<file path="src/rtl/rst_seq_ctrl.sv">
// Reset sequencer: holds all downstream domains in reset, then releases them
// one by one in index order, waiting for each domain's ack (or a timeout) plus a gap.
module rst_seq_ctrl #(
  parameter int N_DOM    = 4,
  parameter int HOLD_CYC = 16,
  parameter int GAP_CYC  = 8,
  parameter int ACK_TO   = 255,
  parameter int CNT_W    = 16
) (
  input  logic             clk,
  input  logic             reset,
  input  logic             i_sw_rst_req,
  input  logic [N_DOM-1:0] i_dom_ack,
  output logic [N_DOM-1:0] o_dom_rst_n,
  output logic             o_busy,
  output logic             o_seq_done,
  output logic [N_DOM-1:0] o_timeout
);

  localparam int IDX_W = (N_DOM > 1) ? $clog2(N_DOM) : 1;

  localparam logic [2:0] ST_HOLD = 3'd0;
  localparam logic [2:0] ST_REL  = 3'd1;
  localparam logic [2:0] ST_WAIT = 3'd2;
  localparam logic [2:0] ST_GAP  = 3'd3;
  localparam logic [2:0] ST_DONE = 3'd4;

  localparam logic [CNT_W-1:0] HOLD_LAST = CNT_W'(HOLD_CYC - 1);
  localparam logic [CNT_W-1:0] GAP_LAST  = CNT_W'((GAP_CYC > 0) ? (GAP_CYC - 1) : 0);
  localparam logic [CNT_W-1:0] ACK_LAST  = CNT_W'(ACK_TO - 1);
  localparam logic [IDX_W-1:0] IDX_LAST  = IDX_W'(N_DOM - 1);
  localparam logic             GAP_EN    = (GAP_CYC > 0);

  // One-hot select of the domain currently being sequenced.
  function automatic logic [N_DOM-1:0] idx_mask(input logic [IDX_W-1:0] idx);
    logic [N_DOM-1:0] mask;
    for (int i = 0; i < N_DOM; i++) begin
      mask[i] = (idx == IDX_W'(i));
    end
    return mask;
  endfunction

  logic [2:0]       state_r;
  logic [2:0]       state_s;
  logic [CNT_W-1:0] cnt_r;
  logic [CNT_W-1:0] cnt_s;
  logic [IDX_W-1:0] idx_r;
  logic [IDX_W-1:0] idx_s;
  logic [N_DOM-1:0] dom_rst_n_r;
  logic [N_DOM-1:0] dom_rst_n_s;
  logic [N_DOM-1:0] timeout_r;
  logic [N_DOM-1:0] timeout_s;
  logic             busy_r;
  logic             done_r;
  logic [N_DOM-1:0] cur_mask_s;
  logic             ack_cur_s;
  logic             proceed_s;

  // Current-domain select and its ack; acks of other domains are masked off.
  always_comb begin
    cur_mask_s = idx_mask(idx_r);
    ack_cur_s  = |(i_dom_ack & cur_mask_s);
  end

  // Next-state, counter, index and output-bit computation.
  always_comb begin
    state_s     = state_r;
    cnt_s       = cnt_r;
    idx_s       = idx_r;
    dom_rst_n_s = dom_rst_n_r;
    timeout_s   = timeout_r;
    proceed_s   = 1'b0;
    if (i_sw_rst_req) begin
      state_s     = ST_HOLD;
      cnt_s       = '0;
      idx_s       = '0;
      dom_rst_n_s = '0;
      timeout_s   = '0;
    end else begin
      case (state_r)
        ST_HOLD: begin
          dom_rst_n_s = '0;
          if (cnt_r == HOLD_LAST) begin
            cnt_s   = '0;
            idx_s   = '0;
            state_s = ST_REL;
          end else begin
            cnt_s = cnt_r + 1'b1;
          end
        end
        ST_REL: begin
          dom_rst_n_s = dom_rst_n_r | cur_mask_s;
          cnt_s       = '0;
          state_s     = ST_WAIT;
        end
        ST_WAIT: begin
          // Ack has priority over a timeout landing on the same cycle.
          if (ack_cur_s) begin
            proceed_s = 1'b1;
          end else if (cnt_r == ACK_LAST) begin
            timeout_s = timeout_r | cur_mask_s;
            proceed_s = 1'b1;
          end else begin
            cnt_s = cnt_r + 1'b1;
          end
          if (proceed_s) begin
            cnt_s = '0;
            if (idx_r == IDX_LAST) begin
              state_s = ST_DONE;
            end else if (!GAP_EN) begin
              idx_s   = idx_r + 1'b1;
              state_s = ST_REL;
            end else begin
              state_s = ST_GAP;
            end
          end else begin
            state_s = ST_WAIT;
          end
        end
        ST_GAP: begin
          if (cnt_r == GAP_LAST) begin
            cnt_s   = '0;
            idx_s   = idx_r + 1'b1;
            state_s = ST_REL;
          end else begin
            cnt_s = cnt_r + 1'b1;
          end
        end
        ST_DONE: begin
          state_s = ST_DONE;
        end
        default: begin
          // Unreachable encoding: fall back to a full, safe restart.
          state_s     = ST_HOLD;
          cnt_s       = '0;
          idx_s       = '0;
          dom_rst_n_s = '0;
          timeout_s   = '0;
        end
      endcase
    end
  end

  // State and registered outputs; status flags follow the next state so they
  // change on the same edge as the transition that causes them.
  always_ff @(posedge clk or negedge reset) begin
    if (!reset) begin
      state_r     <= ST_HOLD;
      cnt_r       <= '0;
      idx_r       <= '0;
      dom_rst_n_r <= '0;
      timeout_r   <= '0;
      busy_r      <= 1'b1;
      done_r      <= 1'b0;
    end else begin
      state_r     <= state_s;
      cnt_r       <= cnt_s;
      idx_r       <= idx_s;
      dom_rst_n_r <= dom_rst_n_s;
      timeout_r   <= timeout_s;
      busy_r      <= (state_s != ST_DONE);
      done_r      <= (state_s == ST_DONE);
    end
  end

  assign o_dom_rst_n = dom_rst_n_r;
  assign o_timeout   = timeout_r;
  assign o_busy      = busy_r;
  assign o_seq_done  = done_r;

endmodule

</file>
<file path="config.mk">
export PLATFORM = sky130hd
export DESIGN_NAME = rst_seq_ctrl
export DESIGN_NICKNAME = d
export VERILOG_FILES = /design/src/rtl/rst_seq_ctrl.sv
export SDC_FILE = /design/constraint.sdc
export NUM_CORES = 1
export LEC_CHECK = 0
export CAP_MARGIN = 20
export CORE_UTILIZATION = 50
export DETAILED_ROUTE_END_ITERATION = 16
export PLACE_DENSITY = 0.71
export REMOVE_ABC_BUFFERS = 1
export SLEW_MARGIN = 20
export SYNTH_ARGS = -nofsm -noshare
export SYNTH_HDL_FRONTEND = slang
export SYNTH_SLANG_ARGS = --single-unit
</file>
<file path="constraint.sdc">
create_clock -name clk -period 2.9 [get_ports clk]
set_input_delay 0.725 -clock clk [delete_from_list [all_inputs] [get_ports clk]]
set_output_delay 0.725 -clock clk [all_outputs]
set_load 0.01 [all_outputs]
</file>
# Word-level counts from Yosys, hierarchy flattened
# Cells that the tools add are included.
# W data, S select, Z words.
# op_classes
n_reduce_logical	9
n_bitwise	3
addsub	2
n_eq_ne	22
n_mux	27
# op_table
op	n
$mux W16	6
$pmux W16 S4	1
$add A16 B1 Y16 const B	1
$eq A16 B3 Y1 const B	1
$eq A16 B4 Y1 const B	1
$eq A16 B8 Y1 const B	1
$mux W4	4
$pmux W4 S2	2
$mux W3	5
$ne A3 B3 Y1 const B	5
$pmux W3 S5	1
$reduce_and A3 Y1	3
$ne A4 B4 Y1 const B	2
$or A4 B4 Y4	2
$reduce_or A4 Y1	2
$eq A3 B2 Y1 const B	2
$eq A3 B3 Y1 const B	2
$mux W2	3
$ne A2 B1 Y1 const B	3
$pmux W2 S3	1
$reduce_or A3 Y1	2
$and A4 B4 Y4	1
$eq A2 B2 Y1 const B	2
$mux W1	4
6 further kinds	6
# word_totals
elab_cells	70
in_bits	7
ff_bits	31
out_inout_bits	10

# Longest topological paths before layout
# depth
ltp_word	10
ltp_mapped	8

# Worst setup path before layout
# No wires, ideal clock.
# synth_path
path_kind	register to register
start	register cnt_r[8]
end	register cnt_r[11]
arrival_ns	1.922
period_less_slack_ns	2.059
setup_time_ns	0.137
n_path_buf	1
required_time_ns	2.763
path_stages_with_launch	7
slack_ns	0.841
cell_sequence	dfrtp_1 or4_4 nor4_4 nor2b_1 clkbuf_1 nor3b_1 nor4_1
# synth_via
elab_chain_len	8
# synth_lines
item	line	rtl
start, declared	45	logic [CNT_W-1:0] cnt_r;
start signal, assigned	157	cnt_r <= cnt_s;
branches (longest 8 deep; another with $add A16 B1 Y16)	n/a	
# Several ways; the timed one is not identified. The select of a mux whose other input is x is not followed.
# A chain may end at the register's enable or synchronous reset.

# Worst setup path after layout
# layout_path
start	register cnt_r[8]
end	register cnt_r[7]
# layout_via
elab_chain_len	8
# layout_lines
item	line	rtl
$eq A16 B8 Y1	100	end else if (cnt_r == ACK_LAST) begin
$mux W1	100	
$mux W1	98	if (ack_cur_s) begin
$mux W1	80	case (state_r)
$mux W1	73	if (i_sw_rst_req) begin
$mux W16	106	if (proceed_s) begin
$pmux W16 S4	80	
$mux W16	73	
# Parallel ways exist; a longest one is shown, timed or not. The select of a mux whose other input is x is not followed.

==> out/results.txt <==
Fin area = 2196 µm²
Synth Warn # = 0
FF/Latch Area = 777.0 µm²
TritonCTS Buffers = 5
Critical path arrival = 2.76 ns
Crit path kind = flop to flop
Clk_skew = 0.005436 ns
Critical Path End Type = flop
Die height = 63.45 µm
# clock sinks = 31
Synthesized instance count = 214
Antenna-violating nets left = 0
WL per Instance = 15.47 µm
Placed cell areas = 2096 µm²
Final setup fails = 0
Antenna diode count = 0
Final hold viol count = 0
First-pass DRT Iterations = 4
CORE AREA = 3468 µm²
Die W = 63.45 µm
CTS Buffer Depth = 2
Nets = 244
Overflow after GRT = 0
First-pass GRT wire length = 7534 µm
Status = complete, no violations
CTS tree = yes
Sequential fraction of the synthesis area = 41.15%
Vias in the first global route = 1649
Synth top area share = 39.76%
Pwr Density = 391.0 nW/µm²
Worst setup margin = 0.3026 ns
Synth area leader = dfrtp_1
Synth Cell Area = 1888 µm²
Area delta synth->final = 16.30%
Worst path cell trace = or4_4 > nor4_4 > o32ai_1 > o21ai_1 > buf_4 > o211ai_1
CP peak stage delay = 0.62 ns
Pre-CTS worst setup slack = 0.3006 ns
Share of post-route cells with drive strength above 1 = 7.759%
Post_cts resized = 0
Placer Congestion = 0.8801
Unrepaired setup endpoints after global routing = no
F_max = 385.0 MHz
Via/cell ratio = 6.018
Post-route DRC = 0
DR vias = 1673
Port buffer count = 16
Final Critical Period = 2.597 ns
Crit path required time = 3.07 ns
Fillers = 294
Largest net degree at the start of global routing = 32
H-tree Lvls = 2
Multi-input gate area = 1045 µm²
Post-route non-filler standard cell count = 278
Leakage = 0.0009107 µW
Post-route setup TNS = 0 ns
Final Max Tran Viols = 0
Dpl cells = 270
Netlist cell types = 40
Std cell rows = 21
Die area = 4026 µm²
Clock latency at the later pin of the worst-skew pair = 0.29 ns
I/O pin count = 17
Slew headroom = 41.89%
Initial Util = 54.44%
Max_cap viols = 0
#FFs+latches synth = 31
EDFF count, synth = 0
Post-Syn Area per Cell = 8.823 µm²
DR iter-0 viols = 105
Fraction of registers with async set/reset = 100.0%
Tcrit/Tclk final = 89.56%
Power Total = 858.7 µW
Clk root buf = clkbuf_8
Hold Path Class = flop to flop
Peak VDD IR = 312.4 µV
Final WL = 4300 µm
Worst Path Max Fanout = 7
Worst-margin pin slew = 0.8684 ns
Hold-fix buffers at CTS = 0
Top area cells in the synthesized netlist = dfrtp_1 40%, nor2_1 5.6%, nand2_1 5.2%
Antenna violations before repair = 0
Post-DP HPWL = 3057 µm
Setup bufs post-CTS = 0
Reg clk slew, reported paths = 0.06 ns
Critical path's slowest cell = or4_4
Critical Path Start Type = flop
Gr usage total = 24.50%
Main synth FF type = dfrtp_1
-- cell usage after synthesis (all sizes together) (6+ instances only) --
cell type,instances
dfrtp,30
o211ai,9
a21oi,14
a22oi,8
nor2,28
nand4,6
o21ai,10
clkbuf,8
nand2,26
ha,6
nand3,8
-- cell type report --
class                   instances  share of cell area [%]
repair buffers                 21                   9.003
multi-input cells             167                   47.58
flip-flops and latches         31                   35.38
clock buffers                   8                   4.558
well taps                      46                   2.621
inverters                       5                  0.8547
-- where the power goes --
group / internal [µW] / leakage [µW] / total [µW] / switching, µW
Clock: 216 / 0.0000515 / 378 / 161
Combinational: 15.9 / 0.000432 / 39.0 / 23.1
Sequential: 436 / 0.000427 / 442 / 6.05
Total: 668 / 0.000911 / 859 / 190
-- layer usage --
layer | part of all wire [%] | global-route usage (%)
met1 | 48 | 32.72
met2 | 46 | 37.23
met3 | 4.5 | 6.703
met4 | 1.6 | 9.943
met5 | 0 | 0
-- critical path, delay by kind of cell, from the launching register on --
kind                   cells  cell delay, ns
AO/OA/AOI/OAI              3            0.78
AND/OR/NAND/NOR            2            0.99
buffers and inverters      1            0.25
flip-flops                 1            0.45
-- per-stage QoR --
step	hold slack [ns]	utilization, %
6_report	0.4928	63.31
5_1_grt	0.5190	63.31
4_1_cts	0.5027	63.31
3_5_place_dp	0.4833	60.43
3_3_place_gp	0.4786	60.43
2_1_floorplan	0.4294	-
-- sequential cells by signal, indices dropped and copies added, names as in the netlist --
name         flops
cnt_r           16
idx_r            2
o_busy           1
o_dom_rst_n      4
o_seq_done       1
o_timeout        4
state_r          3
-- cell families (layout without fill, tap and decap cells) --
group / count (synthesis) / count (layout) / share of synthesized area [%]
XOR/XNOR: 3 / 3 / 1.392
flip-flops: 31 / 31 / 41.15
adder cells (fa/ha/maj): 7 / 7 / 4.506
buffers and inverters: 16 / 34 / 3.513
AND/OR/NAND/NOR: 105 / 105 / 31.28
multiplexers: 1 / 1 / 0.5302
AO/OA/AOI/OAI: 51 / 51 / 17.63
-- cell usage in the layout, fill, tap and decap left out, types with 4 or more instances in the layout --
| cell | count |
|---|---|
| clkbuf_8 | 7 |
| nand4_1 | 6 |
| and4_1 | 5 |
| clkdlybuf4s50_1 | 16 |
| nand2b_1 | 4 |
| inv_1 | 5 |
| nand2_1 | 26 |
| and2_1 | 5 |
| dfrtp_1 | 30 |
| ha_1 | 6 |
| a22oi_1 | 8 |
| nand3_1 | 8 |
| o211ai_1 | 9 |
| a21oi_1 | 14 |
| nor2_1 | 28 |
| o21ai_1 | 7 |
| nor2b_1 | 5 |
| buf_4 | 5 |
-- worst paths after layout --
path,start,end,slack [ns],depth (start not counted)
max in group asynchronous,reset,o_busy,1.75,2
worst max register to register,cnt_r[8],cnt_r[7],0.30,6
worst min-delay path,o_timeout[1],o_timeout[1],0.49,2
worst min register to register,o_timeout[1],o_timeout[1],0.49,2
worst max-delay path,cnt_r[8],cnt_r[7],0.30,6
min in group asynchronous,reset,cnt_r[1],0.83,2
Power figures use the tool's default switching activity.
